## src/rtl/instr_dispatch_pkg.sv

```systemverilog
// Shared definitions for the instruction dispatcher: instruction field
// positions, opcode constants, error codes and FSM state encoding.
package instr_dispatch_pkg;

  // Instruction word layout: opcode[15:12], Ri[11:6], num/Rj[5:0]
  localparam int OPC_MSB = 15;
  localparam int OPC_LSB = 12;
  localparam int RI_MSB  = 11;
  localparam int RI_LSB  = 6;
  localparam int NUM_MSB = 5;
  localparam int NUM_LSB = 0;

  // Opcodes with an attached instruction FSM
  localparam logic [3:0] OP_ALUI = 4'd7;

  typedef enum logic [1:0] {
    ERR_NONE     = 2'd0,
    ERR_ILLEGAL  = 2'd1,
    ERR_TIMEOUT  = 2'd2,
    ERR_SPURIOUS = 2'd3
  } err_code_e;

  // Dispatcher state encoding
  localparam logic [2:0] ST_IDLE   = 3'd0;
  localparam logic [2:0] ST_DECODE = 3'd1;
  localparam logic [2:0] ST_START  = 3'd2;
  localparam logic [2:0] ST_WAIT   = 3'd3;
  localparam logic [2:0] ST_RETIRE = 3'd4;
  localparam logic [2:0] ST_ERR    = 3'd5;

  // One-hot select of the FSM line belonging to an opcode
  function automatic logic [15:0] op_onehot(input logic [3:0] op);
    op_onehot = 16'd1 << op;
  endfunction

endpackage

```

## src/rtl/instr_dispatch_timer.sv

```systemverilog
// WAIT-phase timer: loadable up-counter with synchronous clear and enable,
// flagging the last permitted WAIT cycle (count == TIMEOUT-1).
module dispatch_timer #(
  parameter int TIMEOUT = 64,
  parameter int CW      = 6
) (
  input  logic          clk,
  input  logic          reset,
  input  logic          clear,
  input  logic          en,
  input  logic          load,
  input  logic [CW-1:0] load_val,
  output logic          tc
);

  localparam logic [CW-1:0] TC_VAL = CW'(TIMEOUT - 1);

  logic [CW-1:0] count;

  // Counter register: clear has priority over load, load over count.
  always_ff @(posedge clk or negedge reset) begin
    // NOTE: sequential state uses non-blocking (<=) so every register samples
    // pre-edge values; blocking here would create order-dependent races.
    if (!reset)     count <= '0;
    else if (clear) count <= '0;
    else if (load)  count <= load_val;
    else if (en)    count <= count + 1'b1;
  end

  assign tc = (count == TC_VAL);

endmodule

```

## src/rtl/instr_dispatch.sv

```systemverilog
// Initiator side of the per-instruction FSM start/done protocol. Accepts an
// instruction word, pulses the matching FSM start line, holds the decoded
// fields while that FSM runs, then retires or flags an error.
module instr_dispatch
  import instr_dispatch_pkg::*;
#(
  parameter logic [15:0] VALID_MASK = 16'h00FF,
  parameter int          TIMEOUT    = 64,
  parameter int          CNT_W      = 16
) (
  input  logic             clk,
  input  logic             reset,
  input  logic             instr_valid,
  input  logic [15:0]      instr,
  output logic             instr_ready,
  output logic [15:0]      fsm_start,
  input  logic [15:0]      fsm_done,
  output logic [3:0]       opCode,
  output logic [5:0]       Ri,
  output logic [5:0]       num,
  output logic             busy,
  output logic             err,
  output logic [1:0]       err_code,
  input  logic             err_clr,
  output logic [CNT_W-1:0] retired
);

  localparam int TMR_W = $clog2(TIMEOUT);

  logic [2:0]  state, state_nx;
  err_code_e   err_q, err_nx;
  logic [15:0] start_hot;
  logic        done_ok, done_spur, timer_tc;

  assign start_hot = op_onehot(opCode);
  assign done_ok   = fsm_done[opCode];
  assign done_spur = |(fsm_done & ~start_hot);

  dispatch_timer #(
    .TIMEOUT (TIMEOUT),
    .CW      (TMR_W)
  ) u_timer (
    .clk      (clk),
    .reset    (reset),
    .clear    (state == ST_START),
    .en       (state == ST_WAIT),
    .load     (1'b0),
    .load_val ('0),
    .tc       (timer_tc)
  );

  // Next-state and next-error-code selection.
  always_comb begin
    // NOTE: defaults first so every path assigns every output; a missing
    // branch would otherwise infer a latch.
    state_nx = state;
    err_nx   = err_q;
    case (state)
      ST_IDLE:   if (instr_valid) state_nx = ST_DECODE;
      ST_DECODE: begin
        if (!VALID_MASK[opCode]) begin
          state_nx = ST_ERR;
          err_nx   = ERR_ILLEGAL;
        end else begin
          state_nx = ST_START;
        end
      end
      ST_START:  state_nx = ST_WAIT;
      ST_WAIT: begin
        // Correct done beats a stray done, which beats the timeout.
        if (done_ok) begin
          state_nx = ST_RETIRE;
        end else if (done_spur) begin
          state_nx = ST_ERR;
          err_nx   = ERR_SPURIOUS;
        end else if (timer_tc) begin
          state_nx = ST_ERR;
          err_nx   = ERR_TIMEOUT;
        end
      end
      ST_RETIRE: state_nx = ST_IDLE;
      ST_ERR: begin
        if (err_clr) begin
          state_nx = ST_IDLE;
          err_nx   = ERR_NONE;
        end
      end
      default: begin
        state_nx = ST_IDLE;
        err_nx   = ERR_NONE;
      end
    endcase
  end

  // State and sticky error-code registers.
  always_ff @(posedge clk or negedge reset) begin
    if (!reset) begin
      state <= ST_IDLE;
      err_q <= ERR_NONE;
    end else begin
      state <= state_nx;
      err_q <= err_nx;
    end
  end

  // Field latch: loaded only on accept, held until the next accept.
  always_ff @(posedge clk or negedge reset) begin
    if (!reset) begin
      opCode <= '0;
      Ri     <= '0;
      num    <= '0;
    end else if (state == ST_IDLE && instr_valid) begin
      opCode <= instr[OPC_MSB:OPC_LSB];
      Ri     <= instr[RI_MSB:RI_LSB];
      num    <= instr[NUM_MSB:NUM_LSB];
    end
  end

  // Registered start strobe, high exactly while in START (glitch-free).
  always_ff @(posedge clk or negedge reset) begin
    if (!reset)                    fsm_start <= '0;
    else if (state_nx == ST_START) fsm_start <= start_hot;
    else                           fsm_start <= '0;
  end

  // Retired-instruction counter, wraps naturally at all-ones.
  always_ff @(posedge clk or negedge reset) begin
    if (!reset)                  retired <= '0;
    else if (state == ST_RETIRE) retired <= retired + 1'b1;
  end

  assign instr_ready = (state == ST_IDLE);
  assign busy        = (state != ST_IDLE);
  assign err         = (state == ST_ERR);
  assign err_code    = err_q;

endmodule

```

## config.mk

```make
export PLATFORM = sky130hd
export DESIGN_NAME = instr_dispatch
export DESIGN_NICKNAME = d
export VERILOG_FILES = /design/src/rtl/instr_dispatch_pkg.sv /design/src/rtl/instr_dispatch_timer.sv /design/src/rtl/instr_dispatch.sv
export SDC_FILE = /design/constraint.sdc
export NUM_CORES = 1
export LEC_CHECK = 0
export CAP_MARGIN = 40
export CORE_ASPECT_RATIO = 0.6
export CORE_MARGIN = 4
export CORE_UTILIZATION = 52
export CTS_BUF_LIST = sky130_fd_sc_hd__clkbuf_2
export CTS_CLUSTER_DIAMETER = 30
export DETAILED_ROUTE_END_ITERATION = 12
export DONT_BUFFER_PORTS = 1
export GPL_ROUTABILITY_DRIVEN = 0
export PLACE_DENSITY = 0.67
export SLEW_MARGIN = 20
export SYNTH_ARGS = -nofsm -noshare
export SYNTH_HDL_FRONTEND = slang
export SYNTH_SLANG_ARGS = --single-unit
```

## constraint.sdc

```tcl
create_clock -name clk -period 2.5 [get_ports clk]
set_clock_uncertainty 0.1 [all_clocks]
set_input_delay 0.375 -clock clk [delete_from_list [all_inputs] [get_ports clk]]
set_output_delay 0.375 -clock clk [all_outputs]
set_load 0.01 [all_outputs]
```

==> results of run 1 <==
-- what timing repair did --
action / CTS / global route
setup endpoints to repair: 0 / 3
resized for setup: 0 / 2
hold buffers: 19 / 0
hold endpoints to repair: 77 / 0
-- flip-flops by register name, indices dropped and copies added (netlist names) --
name,cells
state,3
retired,16
num,6
err_code,2
fsm_start,16
u_timer.count,6
opCode,4
Ri,6
-- where the power goes --
part / internal, mW / total, mW / switching (mW)
Sequential: 1.20 / 1.60 / 0.396
Combinational: 0.599 / 1.14 / 0.541
Clock: 0.116 / 0.453 / 0.337
-- layer usage --
layer	vias to the layer above	part of all wire	GRT usage
met1	906	0.46	0.293
met3	5	0.10	0.0978
met5	-	0	0
li1	938	-	-
met4	0	0.0069	0.0442
met2	89	0.42	0.266
-- metrics by stage --
step	instances	setup WS, ns
2_1_floorplan	256	0.288
3_3_place_gp	317	0.178
3_5_place_dp	317	0.110
4_1_cts	351	0.101
5_1_grt	351	0.0293
6_report	351	0.164
-- worst max-delay path, stage by stage, from the launching register on --
cell	delay, ns
sky130_fd_sc_hd__dfrtp_1	0.57
sky130_fd_sc_hd__or4_1	0.56
sky130_fd_sc_hd__a21boi_0	0.22
sky130_fd_sc_hd__o22a_1	0.17
sky130_fd_sc_hd__nand4_1	0.18
sky130_fd_sc_hd__nor3_1	0.31
sky130_fd_sc_hd__o32ai_1	0.14
-- path summary, 6_finish.rpt --
check | startpoint | to | slack [ns] | cells past startpoint
hold reg to reg | u_timer.count[5] | u_timer.count[5] | 0.44 | 1
hold / removal | instr_valid | state[0] | 0.13 | 3
setup / recovery | opCode[1] | state[2] | 0.16 | 6
min in group asynchronous | reset | state[0] | 0.30 | 2
setup reg to reg | opCode[1] | state[2] | 0.16 | 6
max in group asynchronous | reset | opCode[3] | 1.71 | 2
-- cell usage in the layout, fill, tap and decap left out, types with 5 or more instances in the layout --
master                          Yosys  routed
sky130_fd_sc_hd__nor3b_1            8       8
sky130_fd_sc_hd__inv_1              5       5
sky130_fd_sc_hd__xnor2_1           12      12
sky130_fd_sc_hd__buf_4              0       9
sky130_fd_sc_hd__nand3_1           10      10
sky130_fd_sc_hd__o21ai_0           11      11
sky130_fd_sc_hd__a21oi_1           10      10
sky130_fd_sc_hd__nor2_1            20      20
sky130_fd_sc_hd__nand2_1           18      18
sky130_fd_sc_hd__mux2_2            17      17
sky130_fd_sc_hd__dlygate4sd3_1      0      18
sky130_fd_sc_hd__dfrtp_1           59      57
sky130_fd_sc_hd__clkbuf_2           0       9
sky130_fd_sc_hd__conb_1             1       8
sky130_fd_sc_hd__nor3_1             5       5
-- cells by family after synthesis --
| logic type | after synthesis |
|---|---|
| other cells | 1 |
| flops | 59 |
| fa+ha+maj | 2 |
| simple gates | 91 |
| xor+xnor | 15 |
| buf+inv | 20 |
| compound gates | 35 |
| mux | 26 |
-- Yosys cell counts (2+ instances only) --
master / n / area share
sky130_fd_sc_hd__a21oi_1: 10 / 0.018
sky130_fd_sc_hd__and3_1: 4 / 0.0090
sky130_fd_sc_hd__buf_2: 3 / 0.0054
sky130_fd_sc_hd__clkbuf_1: 9 / 0.012
sky130_fd_sc_hd__dfrtp_1: 59 / 0.53
sky130_fd_sc_hd__ha_1: 2 / 0.0090
sky130_fd_sc_hd__inv_1: 5 / 0.0067
sky130_fd_sc_hd__mux2_2: 17 / 0.069
sky130_fd_sc_hd__mux2i_1: 4 / 0.014
sky130_fd_sc_hd__mux4_1: 2 / 0.019
sky130_fd_sc_hd__mux4_2: 3 / 0.024
sky130_fd_sc_hd__nand2_1: 18 / 0.024
sky130_fd_sc_hd__nand2b_1: 4 / 0.0090
sky130_fd_sc_hd__nand3_1: 10 / 0.018
sky130_fd_sc_hd__nand4_1: 4 / 0.0090
sky130_fd_sc_hd__nand4b_1: 2 / 0.0063
sky130_fd_sc_hd__nor2_1: 20 / 0.027
sky130_fd_sc_hd__nor3_1: 5 / 0.0090
sky130_fd_sc_hd__nor3b_1: 8 / 0.022
sky130_fd_sc_hd__o21ai_0: 11 / 0.020
sky130_fd_sc_hd__o22a_1: 2 / 0.0063
sky130_fd_sc_hd__or2_2: 4 / 0.0090
sky130_fd_sc_hd__or3_1: 2 / 0.0045
sky130_fd_sc_hd__or3b_2: 2 / 0.0063
sky130_fd_sc_hd__or4_1: 3 / 0.0081
sky130_fd_sc_hd__xnor2_1: 12 / 0.038
sky130_fd_sc_hd__xor2_1: 3 / 0.0094
-- cell type report --
type                    instances  area, um2  area share
clock inverters                 6       33.8      0.0106
repair buffers                 28        275      0.0864
well taps                      66       82.6      0.0259
multi-input cells             177       1250       0.391
inverters                       6       22.5     0.00707
flip-flops and latches         59       1480       0.464
clock buffers                   9       45.0      0.0141
==> impl_metrics.tcl, run 1 <==
set metrics [dict create \
    synth-seq-cells 59 \
    synthFlopType "sky130_fd_sc_hd__dfrtp_1" \
    hpwlAfterDp_um 4340 \
    avgViaCountPerCell 5.52 \
    synthesis.area_um2 2780 \
    yosys.area_share.simple 0.174 \
    area.growth.synth_to_final_pct 14.4 \
    utilization 0.621 \
    worst_setup_path_start_kind "flop" \
    status "completed" \
    vias_in_the_first_global_route 1950 \
    timing.hold.ws_ns 0.128 \
    globalRouteOverflowTotal 0 \
    path_max_fanout 14 \
    synthesis.area_per_instance_um2 11.2 \
    cap_viol_max_count 0 \
    finalInstanceArea_um2 3180 \
    post_cts_buffers 0 \
    drc_errors 0 \
    groute.usage.overall 0.200 \
    slew_violations 0 \
    yosysSeqAreaShare 0.531 \
    setup_repair_after_global_routing_missed_its_margin "no" \
    drt_iter0_drcs 74 \
    maxClockFrequency_mhz 428 \
    fin_setup_tns_ns 0 \
    starting_density_of_the_core 0.542 \
    vdd.ir_drop.worst_uv 596 \
    setup_violations 0 \
    die_height_um 64.7 \
    synthesis.instances 249 \
    bufs_on_longest_clock_path 2 \
    timing.final.crit_share 0.934 \
    finalHoldViolations 0 \
    io_buffer_count 0 \
    drt_antenna_net_count 0 \
    fp.dieArea_um2 6620 \
    synth.yosys.warnings 0 \
    drive_above_1_share 0.186 \
    synth_top_family_by_area "simple AND/OR/NAND/NOR gates" \
    synth-compound-area-share 0.0800 \
    nNetsFinal 319 \
    n_antenna_cell 0 \
    class_of_the_worst_hold_path "in -> reg" \
    count_of_flip_flops_with_a_built_in_enable_after_synthesis 0 \
    route.vias.total 1938 \
    required_ns 2.76 \
    cts_root_buffer_type "sky130_fd_sc_hd__clkbuf_2" \
    clk_pin_slew_worst_paths_ns 0.17 \
    worstSetupPathType "reg -> reg" \
    clock_insertion_delay_worst_skew_ns 0.46 \
    io-pin-count 89 \
    power_leakage_nw 1.37 \
    finalPower_mw 3.19 \
    cp_data_arrival_time_ns 2.60 \
    placed_cell_area_um2 2900 \
    netlist-cell-type-count 48 \
    routed_wirelength_um 6080 \
    grt_max_degree 60 \
    routedWlPerCell_um 17.3 \
    tritoncts "yes" \
    die_w_um 102 \
    dr.pass1.iters 5 \
    ys_async_sr_fraction 1.00 \
    cts_buffers 9 \
    post-route-min-period_ns 2.34 \
    multiplexer_share_of_the_synthesized_area 0.126 \
    core_area_um2 5130 \
    cts.sink_count 59 \
    power.density_nw_per_um2 1000 \
    synthesized_area_fraction_occupied_by_adder_cells 0.00899 \
    htree_num_levels 3 \
    num-fill-cells 420 \
    yosys.area_share.xor_xnor 0.0472 \
    cp-end-kind "flop" \
    floorplan.rows 20 \
    grt_antenna_before_repair 0 \
    grt_first_pass_wirelength_um 10100 \
]
(Power assumes the default switching activity.)
==> run 2: changes to the inputs <==
--- a/config.mk
+++ b/config.mk
@@ -15,7 +15,9 @@
 export DONT_BUFFER_PORTS = 1
 export GPL_ROUTABILITY_DRIVEN = 0
 export PLACE_DENSITY = 0.67
+export SETUP_SLACK_MARGIN = 0.15
 export SLEW_MARGIN = 20
 export SYNTH_ARGS = -nofsm -noshare
 export SYNTH_HDL_FRONTEND = slang
 export SYNTH_SLANG_ARGS = --single-unit
+export TNS_END_PERCENT = 1
==> run 2 against run 1 <==
  * Non-clock buffer count rose by 5
  * Clock-buffer cell count did not move
  * Critical endpoint is now err_code[0]
  * Sequential power about the same
  * Die area unchanged
  * Cell area grew 2.2%
  * Largest cell class unchanged
==> impl_metrics.tcl, run 2 (synthesis results as in run 1) <==
set metrics [dict create \
    status "completed" \
    fp.dieArea_um2 6620 \
    post-route-min-period_ns 2.27 \
    avgViaCountPerCell 5.49 \
    drive_above_1_share 0.221 \
    finalInstanceArea_um2 3260 \
    critPathSlowestCell "sky130_fd_sc_hd__mux4_2" \
    setup_violations 0 \
    cap_viol_max_count 0 \
    cts_root_buffer_type "sky130_fd_sc_hd__clkbuf_2" \
    largestRegisters "fsm_start x16, retired x16" \
    routedWlPerCell_um 17.2 \
    power_leakage_nw 1.40 \
    n_antenna_cell 0 \
    class_of_the_worst_hold_path "in -> reg" \
    finalHoldViolations 0 \
    fin_setup_tns_ns 0 \
    worstPathBufferInverterCount 1 \
    cts_buffers 9 \
    area.growth.synth_to_final_pct 17.0 \
    worst_path_most_repeated_cell "sky130_fd_sc_hd__mux4_2" \
    worstSetupPathType "reg -> reg" \
    required_ns 2.75 \
    crit_path_max_incr_delay_ns 0.55 \
    power.density_nw_per_um2 1010 \
    setup_repair_after_global_routing_missed_its_margin "yes" \
    layout.cells.most_common "sky130_fd_sc_hd__dfrtp_1" \
    io-pin-count 89 \
    dr.pass1.iters 4 \
    starting_density_of_the_core 0.542 \
    vias_in_the_first_global_route 1950 \
    critical-path-top-delay-family "multiplexers" \
    bufs_on_longest_clock_path 2 \
    cts.sink_count 59 \
    tritoncts "yes" \
    drc_errors 0 \
    die_height_um 64.7 \
    clk_pin_slew_worst_paths_ns 0.18 \
    routed_wirelength_um 6140 \
    timing.final.crit_share 0.909 \
    vdd.ir_drop.worst_uv 596 \
    layout_common_cells "sky130_fd_sc_hd__dfrtp_1, sky130_fd_sc_hd__nor2_1, sky130_fd_sc_hd__nand2_1, sky130_fd_sc_hd__dlygate4sd3_1, sky130_fd_sc_hd__mux2_2" \
    nNetsFinal 324 \
    floorplan.rows 20 \
    crit_chain "buf_6 -> mux4_2 -> mux4_2 -> a211oi_2 -> o21ai_2 -> mux2i_1" \
    worst_setup_path_start_kind "flop" \
    path_max_fanout 8 \
    grt_antenna_before_repair 0 \
    ff2ff_path_depth 6 \
    cp_data_arrival_time_ns 2.52 \
    grt_max_degree 60 \
    htree_num_levels 3 \
    min_path_cells 3 \
    maxClockFrequency_mhz 440 \
    io_buffer_count 0 \
    route.vias.total 1955 \
    globalRouteOverflowTotal 0 \
    groute.usage.overall 0.200 \
    die_w_um 102 \
    drt_iter0_drcs 59 \
    placed_cell_area_um2 2900 \
    slew_violations 0 \
    cp-end-kind "flop" \
    path_depth 6 \
    hpwlAfterDp_um 4340 \
    clock_insertion_delay_worst_skew_ns 0.46 \
    grt_first_pass_wirelength_um 10100 \
    core_area_um2 5130 \
    drt_antenna_net_count 0 \
]
run 2: path summary, 6_finish.rpt:
| kind | startpoint | slack (ns) | end |
|---|---|---|---|
| hold reg to reg | u_timer.count[5] | 0.44 | u_timer.count[5] |
| min in group asynchronous | reset | 0.30 | state[0] |
| hold / removal | instr_valid | 0.13 | state[0] |
| setup / recovery | opCode[0] | 0.23 | err_code[0] |
| max in group asynchronous | reset | 1.71 | opCode[3] |
| setup reg to reg | opCode[0] | 0.23 | err_code[0] |
run 2: cell type report:
class	count	area, um2
fillers	415	1870
flip-flops and latches	59	1480
multi-input cells	177	1270
repair buffers	33	324
well taps	66	82.6
clock buffers	9	45.0
clock inverters	6	33.8
inverters	6	22.5
run 2: report_power, final:
part           internal [mW]  switching (mW)  total [mW]
clock network          0.116           0.335       0.451
logic                  0.669           0.582        1.25
registers               1.21           0.384        1.59
run 2: repair_timing:
item / 4_1_cts / 5_1_grt
pin swaps: 0 / 5
endpoints found under the setup margin: 2 / 4
hold buffers: 19 / 0
endpoints found under the hold margin: 77 / 0
setup buffers: 0 / 5
resized for setup: 1 / 10
gates cloned: 0 / 0
run 2: worst min-delay path, cell delays in order:
cell and delay [ns]:
sky130_fd_sc_hd__mux2i_1 0.04, sky130_fd_sc_hd__a21oi_1 0.14, sky130_fd_sc_hd__a22o_1 0.12
run 2: through the flow:
stage | setup slack, ns | hold slack [ns] | cells | power, mW | util
floorplan | 0.288 | -0.0206 | 256 | 2.42 | -
global placement | 0.178 | -0.0182 | 317 | 2.68 | 0.564
detailed placement | 0.110 | -0.0184 | 317 | 2.71 | 0.564
CTS | 0.204 | 0.0952 | 351 | 3.21 | 0.620
global route | 0.0702 | 0.0784 | 356 | 3.55 | 0.635
finish | 0.227 | 0.131 | 356 | 3.29 | 0.635
run 2: metal layers:
layer / part of all wire / track usage / vias to the layer above
li1: - / - / 944
met1: 0.47 / 0.293 / 928
met2: 0.44 / 0.266 / 78
met3: 0.089 / 0.0978 / 5
met4: 0.0060 / 0.0442 / 0
met5: 0 / 0 / -
==> run 3: changes to the inputs <==
--- a/config.mk
+++ b/config.mk
@@ -16,6 +16,7 @@
 export GPL_ROUTABILITY_DRIVEN = 0
 export PLACE_DENSITY = 0.67
 export SETUP_SLACK_MARGIN = 0.15
+export SKIP_CTS_REPAIR_TIMING = 1
 export SLEW_MARGIN = 20
 export SYNTH_ARGS = -nofsm -noshare
 export SYNTH_HDL_FRONTEND = slang
==> constraint.sdc (replaced) <==
create_clock -name clk -period 2.6 [get_ports clk]
set_clock_uncertainty 0.1 [all_clocks]
set_input_delay 0.39 -clock clk [delete_from_list [all_inputs] [get_ports clk]]
set_output_delay 0.39 -clock clk [all_outputs]
set_load 0.01 [all_outputs]
==> run 3 against run 2 <==
  * Register-to-register slack better by 0.03 ns
  * Power fell by 5.8%
  * Global-route usage decreased by 1.2 points
  * Critical path depth grew 1
  * Sequential cell count is the same
  * Fmax shrank 2.8%
  * Final cell count is 0.56% lower
  * Setup slack better by 0.034 ns
  * First-iteration DRC count decreased by 8.5%
  * Largest cell class unchanged
  * Highest routed layer unchanged
==> impl_metrics.tcl, run 3 (synthesis results as in run 1) <==
set metrics [dict create \
    status "completed" \
    largestRegisters "fsm_start x16, retired x16" \
    grt_first_pass_wirelength_um 9430 \
    comb_power_share 0.355 \
    cts.sink_count 59 \
    worstSetupPathType "reg -> reg" \
    io-pin-count 89 \
    crit_chain "buf_4 -> or4_1 -> a21oi_1 -> o22a_1 -> nand4_1 -> nor3_1 -> o32ai_1" \
    worst-slew-pin-transition_ns 0.555 \
    core_area_um2 5130 \
    utilization 0.624 \
    htree_num_levels 3 \
    numPlacedInstances 317 \
    die_height_um 64.7 \
    cp_data_arrival_time_ns 2.57 \
    fp.dieArea_um2 6620 \
    timing.hold.ws_ns 0.178 \
    critPathSlowestCell "sky130_fd_sc_hd__dfrtp_2" \
    clockPowerShare 0.142 \
    route.met2.wl_um 2620 \
    drt_antenna_net_count 0 \
    routed.top_layer "met4" \
    drt_iter0_drcs 54 \
    hpwlAfterDp_um 4260 \
    clock_insertion_delay_worst_skew_ns 0.44 \
    cp-end-kind "flop" \
    crit_path_end "state[2]" \
    required_ns 2.84 \
    route.met3.wl_um 651 \
    grt_antenna_before_repair 0 \
    regToRegStartpoint "opCode[0]" \
    net-switching-power_mw 1.23 \
    class_of_the_worst_hold_path "in -> reg" \
    layout_common_cells "sky130_fd_sc_hd__dfrtp_1, sky130_fd_sc_hd__nor2_1, sky130_fd_sc_hd__nand2_1, sky130_fd_sc_hd__dlygate4sd3_1, sky130_fd_sc_hd__mux2_2" \
    crit_path_max_incr_delay_ns 0.51 \
    floorplan.rows 20 \
    p_sw_frac 0.397 \
    route.vias.total 1979 \
    drive_above_1_share 0.191 \
    finalHoldViolations 0 \
    path_max_fanout 9 \
    post-route-worst-setup-slack_ns 0.261 \
    die_w_um 102 \
    setup.worst_path.start "opCode[0]" \
    sequentialPowerShare 0.503 \
    cts_root_buffer_type "sky130_fd_sc_hd__clkbuf_2" \
    num-fill-cells 419 \
    routedWlPerCell_um 17.1 \
    finalPower_mw 3.10 \
    drc_errors 0 \
    n_antenna_cell 0 \
    finalInstanceArea_um2 3200 \
    grt_max_degree 60 \
    pre_cts_ws_ns 0.151 \
    maxClockFrequency_mhz 428 \
    cap_viol_max_count 0 \
    timing.final.crit_share 0.900 \
    clk_pin_slew_worst_paths_ns 0.16 \
    tritoncts "yes" \
    setup_repair_after_global_routing_missed_its_margin "no" \
    slew_violations 0 \
    fin_setup_tns_ns 0 \
    reg2reg_setup_slack_ns 0.26 \
    avgViaCountPerCell 5.59 \
    routed_wirelength_um 6040 \
    timing.slew.headroom 0.630 \
    groute.usage.overall 0.188 \
    power.density_nw_per_um2 968 \
    area.growth.synth_to_final_pct 15.1 \
    post-route-min-period_ns 2.34 \
    power_leakage_nw 1.38 \
    placed_cell_area_um2 2900 \
    bufs_on_longest_clock_path 2 \
    dr.pass1.iters 4 \
    fin_cells 354 \
    io_buffer_count 0 \
    routedLengthMet1_um 2730 \
    vias_in_the_first_global_route 1831 \
    internal_power_mw 1.87 \
    reg2reg_capture_point "state[2]" \
    worst_setup_path_start_kind "flop" \
    globalRouteOverflowTotal 0 \
    setup_violations 0 \
    layout.cells.most_common "sky130_fd_sc_hd__dfrtp_1" \
    cts_buffers 9 \
    ff2ff_path_depth 7 \
    starting_density_of_the_core 0.542 \
    vdd.ir_drop.worst_uv 522 \
    nNetsFinal 321 \
]
run 3: layout make-up:
class,instances,area [um2],share of cell area
Clock buffer,10,50.0,0.0156
Multi-Input combinational cell,177,1250,0.389
Inverter,6,22.5,0.00703
Sequential cell,59,1480,0.462
Clock inverter,6,32.5,0.0102
Tap cell,66,82.6,0.0258
Timing Repair Buffer,30,290,0.0906
run 3: critical path, delay by kind of cell, from the launching register on:
family | cells | cell delay [ns]
and+or+nand+nor | 3 | 0.96
DFF | 1 | 0.51
AOI/OAI and AO/OA | 3 | 0.48
buffers and inverters | 1 | 0.19
run 3: power by group through the flow:
| stage | Sequential (mW) | Clock [mW] | Combinational, mW |
|---|---|---|---|
| floorplan | 1.41 | 0 | 0.920 |
| global placement | 1.57 | 0 | 1.01 |
| detailed placement | 1.58 | 0 | 1.02 |
| CTS | 1.57 | 0.459 | 1.03 |
| global route | 1.61 | 0.509 | 1.22 |
| finish | 1.56 | 0.440 | 1.10 |
run 3: layer usage:
metal  up-vias  GRT usage
li1        942          -
met5         -          0
met3         6      0.116
met2        75      0.256
met4         0     0.0491
met1       956      0.252
run 3: worst min-delay path by stage:
| stage | end | cells after the start | start |
|---|---|---|---|
| after detailed placement | state[0] | 0 | reset |
| after global placement | state[0] | 0 | reset |
| after CTS | err_code[0] | 0 | reset |
| after global routing | state[0] | 3 | instr_valid |
| final | state[0] | 3 | instr_valid |
| after floorplan | Ri[0] | 0 | reset |
